<file path="config.mk">
export PLATFORM = sky130hd
export DESIGN_NAME = uart_term_ctrl
export DESIGN_NICKNAME = d
export VERILOG_FILES = /design/src/rtl/uart_term_pkg.sv /design/src/rtl/term_cursor.sv /design/src/rtl/uart_term_ctrl.sv
export SDC_FILE = /design/constraint.sdc
export NUM_CORES = 1
export LEC_CHECK = 0
export BUFFER_PORTS_ARGS = -buffer_cell sky130_fd_sc_hd__buf_2
export CAP_MARGIN = 0
export CORE_MARGIN = 5
export CORE_UTILIZATION = 56
export CTS_CLUSTER_SIZE = 12
export DETAILED_ROUTE_END_ITERATION = 7
export GPL_TIMING_DRIVEN = 0
export PLACE_DENSITY_LB_ADDON = 0.08
export SLEW_MARGIN = 10
export SYNTH_ARGS = -nofsm -noshare
export SYNTH_HDL_FRONTEND = slang
export SYNTH_HIERARCHICAL = 1
export SYNTH_SLANG_ARGS = --single-unit
export TNS_END_PERCENT = 100
</file>
<file path="constraint.sdc">
create_clock -name clock100 -period 5.4 [get_ports clock100]
set_input_delay 1.35 -clock clock100 [delete_from_list [all_inputs] [get_ports clock100]]
set_output_delay 1.35 -clock clock100 [all_outputs]
set_load 0.03 [all_outputs]
</file>
<file path="src/rtl/uart_term_pkg.sv">
// Shared definitions for the UART terminal controller: control-code constants,
// the printable range, FSM states and cursor operations.
// With UART_TERM_ESC_EN defined, the ESC_ROW/ESC_COL states exist.
package uart_term_pkg;

  localparam logic [7:0] CHAR_BS  = 8'h08;
  localparam logic [7:0] CHAR_LF  = 8'h0A;
  localparam logic [7:0] CHAR_FF  = 8'h0C;
  localparam logic [7:0] CHAR_CR  = 8'h0D;
  localparam logic [7:0] CHAR_ESC = 8'h1B;

  localparam logic [7:0] PRINT_LO = 8'h20;
  localparam logic [7:0] PRINT_HI = 8'h7E;

`ifdef UART_TERM_ESC_EN
  typedef enum logic [1:0] {IDLE, CLEAR, ESC_ROW, ESC_COL} term_state_t;
`else
  typedef enum logic [0:0] {IDLE, CLEAR} term_state_t;
`endif

  typedef enum logic [2:0] {
    CUR_HOLD,
    CUR_ADVANCE,
    CUR_NEWLINE,
    CUR_CR,
    CUR_BACK,
    CUR_HOME,
    CUR_LOAD
  } cur_op_t;

  function automatic logic is_printable(input logic [7:0] b);
    return (b >= PRINT_LO) && (b <= PRINT_HI);
  endfunction

endpackage

</file>
<file path="src/rtl/term_cursor.sv">
// Cursor counters for the text grid. Column, row and linear address are kept
// as separate counters and stepped incrementally, so no run-time multiply is
// needed. A direct load takes the row base from a constant per-row table.
module term_cursor
  import uart_term_pkg::*;
#(
  parameter int COLS   = 80,
  parameter int ROWS   = 30,
  parameter int ADDR_W = 12
) (
  input  logic              clk,
  input  logic              rst,
  input  cur_op_t           op,
  input  logic [7:0]        ld_row,
  input  logic [7:0]        ld_col,
  output logic [ADDR_W-1:0] col,
  output logic [ADDR_W-1:0] addr
);

  localparam logic [ADDR_W-1:0] ONE      = ADDR_W'(1);
  localparam logic [ADDR_W-1:0] LAST_COL = ADDR_W'(COLS - 1);
  localparam logic [ADDR_W-1:0] LAST_ROW = ADDR_W'(ROWS - 1);
  localparam logic [ADDR_W-1:0] ROW_STEP = ADDR_W'(COLS);

  logic [ADDR_W-1:0] row;
  logic [ADDR_W-1:0] lr;
  logic [ADDR_W-1:0] lc;

  function automatic logic [ADDR_W-1:0] clamp(input logic [7:0] v, input int lim);
    if (int'(v) > lim - 1) return ADDR_W'(lim - 1);
    return ADDR_W'(v);
  endfunction

  // Constant table lookup of r*COLS; every entry folds at elaboration.
  function automatic logic [ADDR_W-1:0] row_base(input logic [ADDR_W-1:0] r);
    logic [ADDR_W-1:0] b;
    b = '0;
    for (int i = 0; i < ROWS; i++)
      if (r == ADDR_W'(i)) b = ADDR_W'(i * COLS);
    return b;
  endfunction

  assign lr = clamp(ld_row, ROWS);
  assign lc = clamp(ld_col, COLS);

  // Step the cursor counters according to the requested operation.
  always_ff @(posedge clk) begin
    if (rst) begin
      col  <= '0;
      row  <= '0;
      addr <= '0;
    end else begin
      case (op)
        CUR_ADVANCE: begin
          if (col == LAST_COL) begin
            col <= '0;
            if (row == LAST_ROW) begin
              row  <= '0;
              addr <= '0;
            end else begin
              row  <= row + ONE;
              addr <= addr + ONE;
            end
          end else begin
            col  <= col + ONE;
            addr <= addr + ONE;
          end
        end
        CUR_NEWLINE: begin
          if (row == LAST_ROW) begin
            row  <= '0;
            addr <= col;
          end else begin
            row  <= row + ONE;
            addr <= addr + ROW_STEP;
          end
        end
        CUR_CR: begin
          col  <= '0;
          addr <= addr - col;
        end
        CUR_BACK: begin
          if (col != '0) begin
            col  <= col - ONE;
            addr <= addr - ONE;
          end
        end
        CUR_HOME: begin
          col  <= '0;
          row  <= '0;
          addr <= '0;
        end
        CUR_LOAD: begin
          row  <= lr;
          col  <= lc;
          addr <= row_base(lr) + lc;
        end
        default: ;
      endcase
    end
  end

endmodule

</file>
<file path="src/rtl/uart_term_ctrl.sv">
// Terminal controller between the UART receiver and the character memory
// write port. Decodes bytes, drives the cursor and owns every memory write,
// including the one-cell-per-cycle clear-screen fill.
// Optional macro UART_TERM_ESC_EN enables the ESC,row,col cursor sequence.
module uart_term_ctrl
  import uart_term_pkg::*;
#(
  parameter int         COLS       = 80,
  parameter int         ROWS       = 30,
  parameter int         ADDR_W     = 12,
  parameter logic [7:0] BLANK_CHAR = 8'h20
) (
  input  logic              clock100,
  input  logic              reset,
  input  logic [7:0]        data_in,
  input  logic              data_ready,
  output logic [7:0]        data_out,
  output logic [ADDR_W-1:0] wraddress,
  output logic              wren,
  output logic [ADDR_W-1:0] cursor_addr,
  output logic              busy,
  output logic              overrun
);

  localparam logic [ADDR_W:0]   CELLS   = (ADDR_W + 1)'(COLS * ROWS);
  localparam logic [ADDR_W:0]   CLR_ONE = (ADDR_W + 1)'(1);
  localparam logic [ADDR_W-1:0] ONE     = ADDR_W'(1);

  term_state_t       state;
  cur_op_t           op;
  logic              pend_vld;
  logic [7:0]        pend_byte;
  logic [ADDR_W:0]   clr_next;
  logic              in_vld;
  logic [7:0]        in_byte;
  logic [7:0]        ld_row;
  logic [ADDR_W-1:0] cur_col;

  // A byte held over from a clear is always consumed before a fresh one.
  assign in_vld  = pend_vld | data_ready;
  assign in_byte = pend_vld ? pend_byte : data_in;

`ifdef UART_TERM_ESC_EN
  logic [7:0] esc_row;
  assign ld_row = esc_row;
`else
  assign ld_row = 8'h00;
`endif

  term_cursor #(
    .COLS   (COLS),
    .ROWS   (ROWS),
    .ADDR_W (ADDR_W)
  ) u_cursor (
    .clk    (clock100),
    .rst    (reset),
    .op     (op),
    .ld_row (ld_row),
    .ld_col (in_byte),
    .col    (cur_col),
    .addr   (cursor_addr)
  );

  // Decode the cursor operation for this cycle from state and input byte.
  always_comb begin
    op = CUR_HOLD;
    case (state)
      IDLE: begin
        if (in_vld) begin
          if (is_printable(in_byte)) op = CUR_ADVANCE;
          else begin
            case (in_byte)
              CHAR_CR: op = CUR_CR;
              CHAR_LF: op = CUR_NEWLINE;
              CHAR_BS: op = CUR_BACK;
              default: ;
            endcase
          end
        end
      end
      CLEAR: if (clr_next == CELLS) op = CUR_HOME;
`ifdef UART_TERM_ESC_EN
      ESC_COL: if (in_vld && in_byte != CHAR_FF) op = CUR_LOAD;
`endif
      default: ;
    endcase
  end

  // Main FSM with registered memory-port outputs and the pending-byte slot.
  always_ff @(posedge clock100) begin
    if (reset) begin
      state     <= IDLE;
      wren      <= 1'b0;
      data_out  <= 8'h00;
      wraddress <= '0;
      busy      <= 1'b0;
      overrun   <= 1'b0;
      pend_vld  <= 1'b0;
      pend_byte <= 8'h00;
      clr_next  <= '0;
`ifdef UART_TERM_ESC_EN
      esc_row   <= 8'h00;
`endif
    end else begin
      wren <= 1'b0;
      if (state == CLEAR) begin
        if (data_ready) begin
          if (pend_vld) overrun <= 1'b1;
          else begin
            pend_vld  <= 1'b1;
            pend_byte <= data_in;
          end
        end
        if (clr_next == CELLS) begin
          busy  <= 1'b0;
          state <= IDLE;
        end else begin
          wren      <= 1'b1;
          data_out  <= BLANK_CHAR;
          wraddress <= clr_next[ADDR_W-1:0];
          clr_next  <= clr_next + CLR_ONE;
        end
      end else begin
        // Draining the slot frees it for a byte arriving in the same cycle.
        pend_vld <= pend_vld & data_ready;
        if (pend_vld & data_ready) pend_byte <= data_in;
        if (in_vld) begin
          if (in_byte == CHAR_FF) begin
            // First fill write goes out immediately; the rest follow from CLEAR.
            state     <= CLEAR;
            busy      <= 1'b1;
            wren      <= 1'b1;
            data_out  <= BLANK_CHAR;
            wraddress <= '0;
            clr_next  <= CLR_ONE;
          end else begin
            case (state)
              IDLE: begin
                if (is_printable(in_byte)) begin
                  wren      <= 1'b1;
                  data_out  <= in_byte;
                  wraddress <= cursor_addr;
                end else if (in_byte == CHAR_BS && cur_col != '0) begin
                  wren      <= 1'b1;
                  data_out  <= BLANK_CHAR;
                  wraddress <= cursor_addr - ONE;
                end
`ifdef UART_TERM_ESC_EN
                else if (in_byte == CHAR_ESC) begin
                  state <= ESC_ROW;
                end
`endif
              end
`ifdef UART_TERM_ESC_EN
              ESC_ROW: begin
                esc_row <= in_byte;
                state   <= ESC_COL;
              end
              ESC_COL: state <= IDLE;
`endif
              default: ;
            endcase
          end
        end
      end
    end
  end

endmodule
</file>
==> flow_metrics.tcl, run 1 <==
set metrics [dict create \
    clk_pin_slew_worst_paths_ns 0.06 \
    tightest_slew_ns 0.918 \
    nNetsFinal 1010 \
    synth_flop_cell "dfxtp_1" \
    regArea_um2 1640 \
    cp_max_fo 22 \
    area_growth_pct 11.4 \
    critical-path-top-delay-family "simple AND/OR/NAND/NOR gates" \
    drt_pass1_iterations 6 \
    critical_path_class "input port to flop" \
    cts_sinks 82 \
    htreeDepth 3 \
    min_path_type "flop to flop" \
    peakVddDrop_uv 159 \
    vias_per_cell 6.32 \
    row_count 40 \
    powerDensity_nw_per_um2 200 \
    worst-path-buf-inv 5 \
    holdWs_ns 0.465 \
    ys_types 88 \
    io_buffers 45 \
    grt_max_degree 16 \
    drc 0 \
    grt_pass1_vias 6406 \
    postCtsResizedCells 2 \
    grt-ovfl-total 0 \
    stdcell_area_um2 7540 \
    path_common_cell "nand2_1" \
    slowest_stage "or3b_4" \
    ys_seq_area_share_pct 24.3 \
    wl_per_cell_um 18.5 \
    p_leak_nw 2.92 \
    synthArstFlopShare_pct 0 \
    synthesis.instances 899 \
    netlist_top_cells_area "dfxtp_1 (24%), nor2_1 (5.3%), ha_1 (4.6%), o21ai_0 (4.3%), nand2_1 (4.0%)" \
    ctsLongestPathBuffers 2 \
    vias 7109 \
    multi_input_area_um2 4750 \
    grtUsageTotal_pct 28.6 \
    dpl.cell_count 1110 \
    arrival_ns 5.36 \
    first_iter_violations 824 \
    final_common_cell "nor2_1" \
    fillers 1107 \
    worst_skew_pair.late_latency_ns 0.36 \
    synth_top_area_cell "dfxtp_1" \
    synth_seq_cells 82 \
    net-switching-power_uw 471 \
    worst_ep_required_time_ns 5.60 \
    crit_path_end_kind "flop" \
    slew_headroom_pct 38.1 \
    initial_core_util_pct 56.8 \
    cts_tree "yes" \
    seq_power_share_pct 41.8 \
    drv_cap 0 \
    grt_antenna_before_repair 0 \
    fmax_mhz 194 \
    ctsHoldBuffers 0 \
    synth_area_per_cell_um2 7.53 \
    finalHoldViolCount 0 \
    crit_chain "buf_2, or4_1, o22a_1, buf_6, nor4_4, inv_1, nand2_1, buf_2, or3b_4, nand2_1, ha_1, inv_1, fa_1, a211o_1, nand2_1, a22oi_1, xor2_1, a221oi_1, a211oi_1" \
    grt_pass1_wl_um 33100 \
    combPwrFrac_pct 18.5 \
    gp_congestion 0.977 \
    n_antenna_cell 0 \
    design.die.area_um2 14400 \
    antenna_left 0 \
    die_x_um 120 \
    fp.dieH_um 120 \
    core_um2 11900 \
    dp_hpwl_um 15700 \
    post-route-period-util_pct 95.5 \
    synth_edf_count 0 \
    pwr-share-clk_pct 39.7 \
    final_cell_mix "nor2_1 (95), dfxtp_1 (82), nand2_1 (73), buf_2 (65), o21ai_0 (58)" \
    place_area_um2 7250 \
    intPower_mw 1.04 \
    ios 46 \
    maxSlewViolCount 0 \
    ys.warnings.count 6 \
    cts_root_buffer "clkbuf_16" \
    skew_ns 0.00737 \
    cts_made_buffers 9 \
    outcome "completed" \
    startpoint_type "input port" \
    cts_setup_buffers 0 \
    final-setup-viol-count 0 \
    netlist_area_um2 6770 \
    finalCriticalPeriod_ns 5.16 \
    rsz0062_at_grt "no" \
    finalNonFillerCells 1124 \
    drt-total-wl_um 20800 \
    slowest_delay_ns 0.55 \
    drive_gt1_share_pct 12.8 \
    synth.top_cell.area_share_pct 24.3 \
    netSwitchingFraction_pct 31.2 \
]
## registers in the layout (all words and copies together) (netlist names)
signal / cells
clr_next: 13
u_cursor/addr: 12
u_cursor/col: 12
u_cursor/row: 12
wraddress: 12
data_out: 8
pend_byte: 8
busy: 1
overrun: 1
pend_vld: 1
state: 1
wren: 1
## power groups by stage
stage	clock network, mW	logic (mW)	registers, mW
CTS	0.603	0.271	0.632
finish	0.600	0.279	0.632
floorplan	0	0.181	0.664
global placement	0	0.268	0.645
detailed placement	0	0.269	0.646
global route	0.627	0.305	0.634
## cell type report
class | instances | share of cell area, %
plain buffers | 59 | 4.02
clock buffers | 10 | 3.04
inverters | 41 | 2.04
well taps | 147 | 2.44
clock inverters | 6 | 0.631
multi-input cells | 734 | 63.1
flip-flops and latches | 82 | 21.8
repair buffers | 45 | 2.99
## kinds of logic after synthesis
family,Yosys count,synth area share (%)
AOI/OAI and AO/OA,261,26.2
xor gates and xnor gates,44,5.69
adders and majority gates,28,5.36
buffers and inverters,102,6.86
DFF,82,24.3
muxes,24,3.85
other,2,0.111
and+or+nand+nor,356,27.7
## metal layers
layer / share of wire, % / global-route usage, % / vias up / wire, um
met4: 4.4 / 12.9 / 0 / 913
met1: 42 / 36.8 / 3255 / 8840
met3: 7.0 / 5.09 / 75 / 1460
met2: 46 / 46.6 / 322 / 9620
met5: 0 / 0 / - / 0
li1: - / - / 3457 / -
## path summary, 6_finish.rpt
check | start | to | slack [ns] | cells past startpoint
hold reg to reg | overrun | overrun | 0.47 | 2
setup / recovery | data_in[6] | u_cursor/addr[8] | 0.24 | 19
setup reg to reg | pend_vld | u_cursor/addr[8] | 0.83 | 17
hold / removal | overrun | overrun | 0.47 | 2
## worst reg2reg max path: cells and delay by family, from the launching register on
| family | cells | cell delay, ns |
|---|---|---|
| AOI/OAI and AO/OA | 6 | 1.38 |
| xor gates and xnor gates | 1 | 0.18 |
| adders and majority gates | 2 | 0.60 |
| buffers and inverters | 3 | 0.72 |
| DFF | 1 | 0.45 |
| and+or+nand+nor | 5 | 1.09 |
## synth_stat cells, types with 5 or more instances
cell type and number:
a211oi_1 23, a21o_1 6, a21oi_1 45, a22oi_1 6, a311oi_1 18, a31oi_1 9
and2_1 8, and3_1 13, buf_2 20, buf_6 6, clkbuf_1 29, dfxtp_1 82
ha_1 25, inv_1 40, mux2_2 6, mux2i_1 17, nand2_1 73, nand2b_1 13
nand3_1 27, nand4_1 16, nor2_1 95, nor2b_1 6, nor3_1 38, nor3b_1 7
nor4_1 14, o211ai_1 9, o21a_1 8, o21ai_0 58, o21ai_1 10, o22ai_1 7
o31ai_1 7, o32ai_1 5, or3_1 13, xnor2_1 19, xor2_1 25
## stage by stage
step                      power, mW  setup WS [ns]  setup TNS [ns]  utilization, %
after global placement        0.914         -0.913           -7.07            60.9
after global routing           1.57        0.00102               0            63.3
after detailed placement      0.915         -0.899           -6.77            60.9
after floorplan               0.845          0.162               0               -
final                          1.51          0.244               0            63.3
after CTS                      1.51         0.0176               0            63.2
(Power assumes the default switching activity.)
==> run 2: changes to the inputs <==
--- a/config.mk
+++ b/config.mk
@@ -12,7 +12,7 @@
 export CTS_CLUSTER_SIZE = 12
 export DETAILED_ROUTE_END_ITERATION = 7
 export GPL_TIMING_DRIVEN = 0
-export PLACE_DENSITY_LB_ADDON = 0.08
+export PLACE_DENSITY = 0.89
 export SLEW_MARGIN = 10
 export SYNTH_ARGS = -nofsm -noshare
 export SYNTH_HDL_FRONTEND = slang
==> run 2 against run 1 <==
Global-route usage is 0.081 points higher. Total power is 7.4% higher. Sequential cell count stayed put. Via count is 3.9% higher. Hold slack better by 0.0048 ns. Critical path type unchanged. Cell count stayed put. Fmax is 0.43% lower. Non-clock buffer count stayed put.
==> flow_metrics.tcl, run 2 (synthesis gave the netlist of run 1 again) <==
set metrics [dict create \
    grt_antenna_before_repair 0 \
    finalCriticalPeriod_ns 5.18 \
    vias_per_cell 6.57 \
    cts_setup_buffers 0 \
    tns_ns 0 \
    grt_pass1_wl_um 33700 \
    intPower_mw 1.14 \
    maxSlewViolCount 0 \
    fmax_mhz 193 \
    critical_path_class "input port to flop" \
    n_antenna_cell 0 \
    drv_cap 0 \
    min_path_cells 1 \
    worst_ep_required_time_ns 5.67 \
    tightest_slew_ns 0.886 \
    core_um2 11900 \
    gp_congestion 1.00 \
    combPwrFrac_pct 17.4 \
    grtUsageTotal_pct 28.7 \
    slowest_delay_ns 0.60 \
    outcome "completed" \
    final_common_cell "nor2_1" \
    largest_reg_flops 13 \
    min_path_type "flop to flop" \
    vias 7388 \
    grt-ovfl-total 0 \
    skew_ns 0.0133 \
    critical-path-top-delay-family "simple AND/OR/NAND/NOR gates" \
    drt-total-wl_um 20700 \
    p_leak_nw 2.94 \
    post-route-period-util_pct 95.9 \
    ctsLongestPathBuffers 2 \
    final_cell_mix "nor2_1 (95), dfxtp_1 (82), nand2_1 (73), buf_2 (65), o21ai_0 (58)" \
    initial_core_util_pct 56.8 \
    crit_chain "buf_2, or4_1, o22a_1, buf_6, nand2b_1, nor4_1, or3b_4, nand2_1, ha_1, nor2b_1, o31ai_1, a211oi_1, o22ai_1, mux2i_1, a211oi_1" \
    seq_power_share_pct 39.0 \
    top_register "clr_next" \
    nNetsFinal 1010 \
    cts_tree "yes" \
    rsz0062_at_grt "no" \
    io_buffers 45 \
    grt_max_degree 17 \
    crit_path_end_kind "flop" \
    dp_slack_ns -0.719 \
    area_growth_pct 12.1 \
    slowest_stage "nor4_1" \
    drt_pass1_iterations 7 \
    final_util_pct 63.7 \
    worst_slack_ns 0.221 \
    slew_headroom_pct 40.3 \
    path_common_cell "a211oi_1" \
    drc 0 \
    reg2reg_from "pend_vld" \
    finalNonFillerCells 1124 \
    worst-path-buf-inv 2 \
    timing.rr.end "u_cursor/addr[11]" \
    netSwitchingFraction_pct 29.9 \
    worst_skew_pair.late_latency_ns 0.36 \
    powerDensity_nw_per_um2 214 \
    startpoint_type "input port" \
    arrival_ns 5.45 \
    antenna_left 0 \
    drive_gt1_share_pct 12.8 \
    cts_made_buffers 9 \
    wl_per_cell_um 18.4 \
    design.die.area_um2 14400 \
    finalHoldViolCount 0 \
    hp-start "data_out[7]" \
    clk_pin_slew_worst_paths_ns 0.07 \
    worst_hold_path.endpoint "data_out[7]" \
    dp_hpwl_um 15000 \
    dpl.cell_count 1110 \
    row_count 40 \
    reg2reg_depth 16 \
    fp.dieH_um 120 \
    cp_max_fo 22 \
    cts_root_buffer "clkbuf_16" \
    final-setup-viol-count 0 \
    htreeDepth 3 \
    peakVddDrop_uv 186 \
    ios 46 \
    pwr-share-clk_pct 43.6 \
    grt_pass1_vias 6849 \
    die_x_um 120 \
    net-switching-power_uw 486 \
    power_mw 1.62 \
    cts_sinks 82 \
    rrSetupSlack_ns 0.72 \
    first_iter_violations 1005 \
]
[run 2: cell types whose count changed in the layout (fill, tap and decap cells not counted), sizes merged]
cell,change
clkinv,-2
clkinvlp,+1
bufinv,+2
clkbuf,-1
[run 2: per-stage QoR]
stage / hold WS, ns / instance area [um^2]
finish: 0.470 / 7590
global route: 0.485 / 7590
CTS: 0.473 / 7580
detailed placement: 0.464 / 7250
global placement: 0.456 / 7250
floorplan: 0.475 / 6840
[run 2: worst max-delay path by stage]
stage,startpoint,endpoint,depth (start not counted)
floorplan,data_in[6],u_cursor/addr[8],20
global placement,data_in[6],u_cursor/addr[8],17
detailed placement,data_in[6],u_cursor/addr[8],17
CTS,data_in[6],u_cursor/addr[8],20
global route,data_in[6],u_cursor/addr[8],19
finish,data_in[6],u_cursor/addr[11],15
[run 2: repair_timing]
item                       4_1_cts  5_1_grt
setup endpoints to repair        8        6
resized for setup                2        2
hold buffers                     0        0
[run 2: metal layers]
layer	global-route usage, %	vias up	part of all wire, %
met2	46.6	470	46
met3	7.12	108	9.8
li1	-	3457	-
met4	14.5	0	4.9
met1	35.1	3353	39
met5	0	-	0
[run 2: power groups by stage]
stage                     logic [mW]  registers [mW]  clock network (mW)
after floorplan                0.181           0.664                   0
after global placement         0.261           0.645                   0
after detailed placement       0.266           0.645                   0
after CTS                      0.269           0.632               0.714
after global routing           0.305           0.634               0.742
final                          0.282           0.632               0.708
[run 2: worst reg2reg max path, cell delays in order (launching register included)]
cell and delay [ns]:
dfxtp_1 0.42, buf_4 0.22, buf_1 0.44, mux2i_1 0.42
nand2_1 0.09, nor2_1 0.09, a21oi_1 0.05, nor4_1 0.55
or3b_4 0.44, nand2_1 0.17, ha_1 0.30, nor2b_1 0.28
o31ai_1 0.14, a211oi_1 0.39, o22ai_1 0.19, mux2i_1 0.17
a211oi_1 0.24
[run 2: final cells by class]
class                           instances  area, um^2
Buffer                                 59         303
Clock buffer                            9         225
Clock inverter                          7         108
Fill cell                             996        4330
Inverter                               41         154
Multi-Input combinational cell        734        4750
Sequential cell                        82        1640
Tap cell                              147         184
Timing Repair Buffer                   45         225
==> run 3: changes to the inputs <==
--- a/config.mk
+++ b/config.mk
@@ -7,7 +7,6 @@
 export LEC_CHECK = 0
 export BUFFER_PORTS_ARGS = -buffer_cell sky130_fd_sc_hd__buf_2
 export CAP_MARGIN = 0
-export CORE_MARGIN = 5
 export CORE_UTILIZATION = 56
 export CTS_CLUSTER_SIZE = 12
 export DETAILED_ROUTE_END_ITERATION = 7
==> run 3 against run 2 <==
The flow now finishes with violations (design-rule violations). Sequential share of layout area rose by 0.082 points. Die area fell by 13%. Total power fell by 5.3%. Clock skew fell by 0.0048 ns. Design area fell by 0.38%. Combinational power barely moved. Worst setup slack got worse by 0.052 ns. Cell count fell by 0.27%. Routed wire length rose by 0.88%. Fmax fell by 0.99%.
==> flow_metrics.tcl, run 3 (synthesis gave the netlist of run 1 again) <==
set metrics [dict create \
    outcome "finished with violations" \
    violations "design-rule violations" \
    wl_met1_um 8240 \
    finalHoldViolCount 0 \
    final_common_cell "nor2_1" \
    power_mw 1.54 \
    drt_pass1_iterations 8 \
    vias_per_cell 6.56 \
    n_antenna_cell 0 \
    area_growth_pct 11.7 \
    dp_hpwl_um 15300 \
    final-setup-viol-count 0 \
    design.die.area_um2 12500 \
    skew_ns 0.00848 \
    ios 46 \
    worst_slack_ns 0.170 \
    ctsLongestPathBuffers 2 \
    cts_sinks 82 \
    startpoint_type "input port" \
    largest_reg_flops 13 \
    clk_pin_slew_worst_paths_ns 0.07 \
    vias 7353 \
    final_cell_mix "nor2_1 (95), dfxtp_1 (82), nand2_1 (73), buf_2 (65), o21ai_0 (58)" \
    row_count 39 \
    ctsHoldBuffers 0 \
    core_um2 11600 \
    slew_headroom_pct 42.1 \
    cts_tree "yes" \
    crit_start "data_in[6]" \
    cts_made_buffers 9 \
    post-route-period-util_pct 96.9 \
    drv_cap 0 \
    fp.dieH_um 112 \
    drive_gt1_share_pct 13.0 \
    dp_slack_ns -0.789 \
    critical_path_class "input port to flop" \
    fmax_mhz 191 \
    maxSlewViolCount 0 \
    reg2reg_depth 17 \
    grt_pass1_vias 6654 \
    final_util_pct 65.1 \
    grt_max_degree 18 \
    stdcell_area_um2 7560 \
    antenna_left 0 \
    cp_max_fo 11 \
    path_common_cell "nand2_1" \
    top_register "clr_next" \
    highest_layer "met4" \
    worst_skew_pair.late_latency_ns 0.36 \
    gp_congestion 0.989 \
    routed-wl-met3_um 1930 \
    crit_path_end "u_cursor/addr[8]" \
    drc 7 \
    fillers 1038 \
    arrival_ns 5.44 \
    slowest_delay_ns 0.50 \
    grtUsageTotal_pct 32.5 \
    wl_met2_um 9550 \
    grt-ovfl-total 0 \
    cts_setup_buffers 0 \
    rsz0062_at_grt "no" \
    timing.rr.end "u_cursor/addr[8]" \
    finalCriticalPeriod_ns 5.23 \
    htreeDepth 3 \
    min_path_cells 2 \
    crit_path_end_kind "flop" \
    grt_antenna_before_repair 0 \
    worst_ep_required_time_ns 5.61 \
    cts_root_buffer "clkbuf_16" \
    p_leak_nw 2.92 \
    io_buffers 45 \
    min_path_type "flop to flop" \
    crit_chain "buf_2, or4_1, o22a_1, buf_6, nor4_4, inv_1, nand2_1, buf_2, or3b_4, nand2_1, ha_1, inv_1, fa_1, a211o_1, nand2_1, a22oi_1, xor2_1, a221oi_1, a211oi_1" \
    powerDensity_nw_per_um2 203 \
    place_area_um2 7240 \
    tightest_slew_ns 0.860 \
    grt_pass1_wl_um 32700 \
    slowest_stage "or4_1" \
    reg2reg_from "pend_vld" \
    wl_per_cell_um 18.6 \
    initial_core_util_pct 58.3 \
    die_x_um 112 \
    peakVddDrop_uv 197 \
    nNetsFinal 1011 \
    rrSetupSlack_ns 0.82 \
    drt-total-wl_um 20800 \
    first_iter_violations 1005 \
]
run 3: timing repair:
item	4_1_cts	5_1_grt
setup endpoints to repair	8	6
endpoints found under the hold margin	0	0
resized for setup	4	1
gates cloned	0	1
run 3: power by group:
part / total, mW / switching (mW) / internal, mW / leakage, nW
logic: 0.282 / 0.178 / 0.104 / 2.12
clock network: 0.624 / 0.299 / 0.325 / 0.136
registers: 0.632 / 0.0143 / 0.617 / 0.663
total: 1.54 / 0.491 / 1.05 / 2.92
run 3: per-layer routing:
layer	GRT usage [%]	vias up
met5	0	-
met4	18.6	0
met3	6.48	109
met2	54.0	436
met1	39.3	3345
li1	-	3463
run 3: worst min-delay path by stage:
stage               slack (ns)         start      endpoint
floorplan                 0.47  pend_byte[7]  pend_byte[7]
global placement          0.45       overrun       overrun
detailed placement        0.46       overrun       overrun
CTS                       0.47       overrun       overrun
global route              0.49       overrun       overrun
finish                    0.47       overrun       overrun
run 3: critical path: cells and delay by family:
kind	cells	cell delay (ns)
xor+xnor	1	0.17
buf+inv	5	0.63
fa+ha+maj	2	0.59
simple gates	6	1.58
compound gates	5	1.12
run 3: area by class of cell:
type	instances	area (um^2)	area share, %
inverter	41	154	2.04
buffer	59	303	4.01
sequential	82	1640	21.7
timing repair buffer	45	225	2.98
multi-input combinational	735	4760	63.0
clock inverter	7	67.6	0.894
clock buffer	9	225	2.98
tap	143	179	2.37
run 3: through the flow:
stage | instances | hold WS [ns] | TNS (ns)
6_report | 1121 | 0.466 | 0
3_5_place_dp | 1106 | 0.457 | -5.28
4_1_cts | 1121 | 0.475 | 0
3_3_place_gp | 1106 | 0.451 | -4.79
2_1_floorplan | 918 | 0.475 | 0
5_1_grt | 1121 | 0.486 | 0
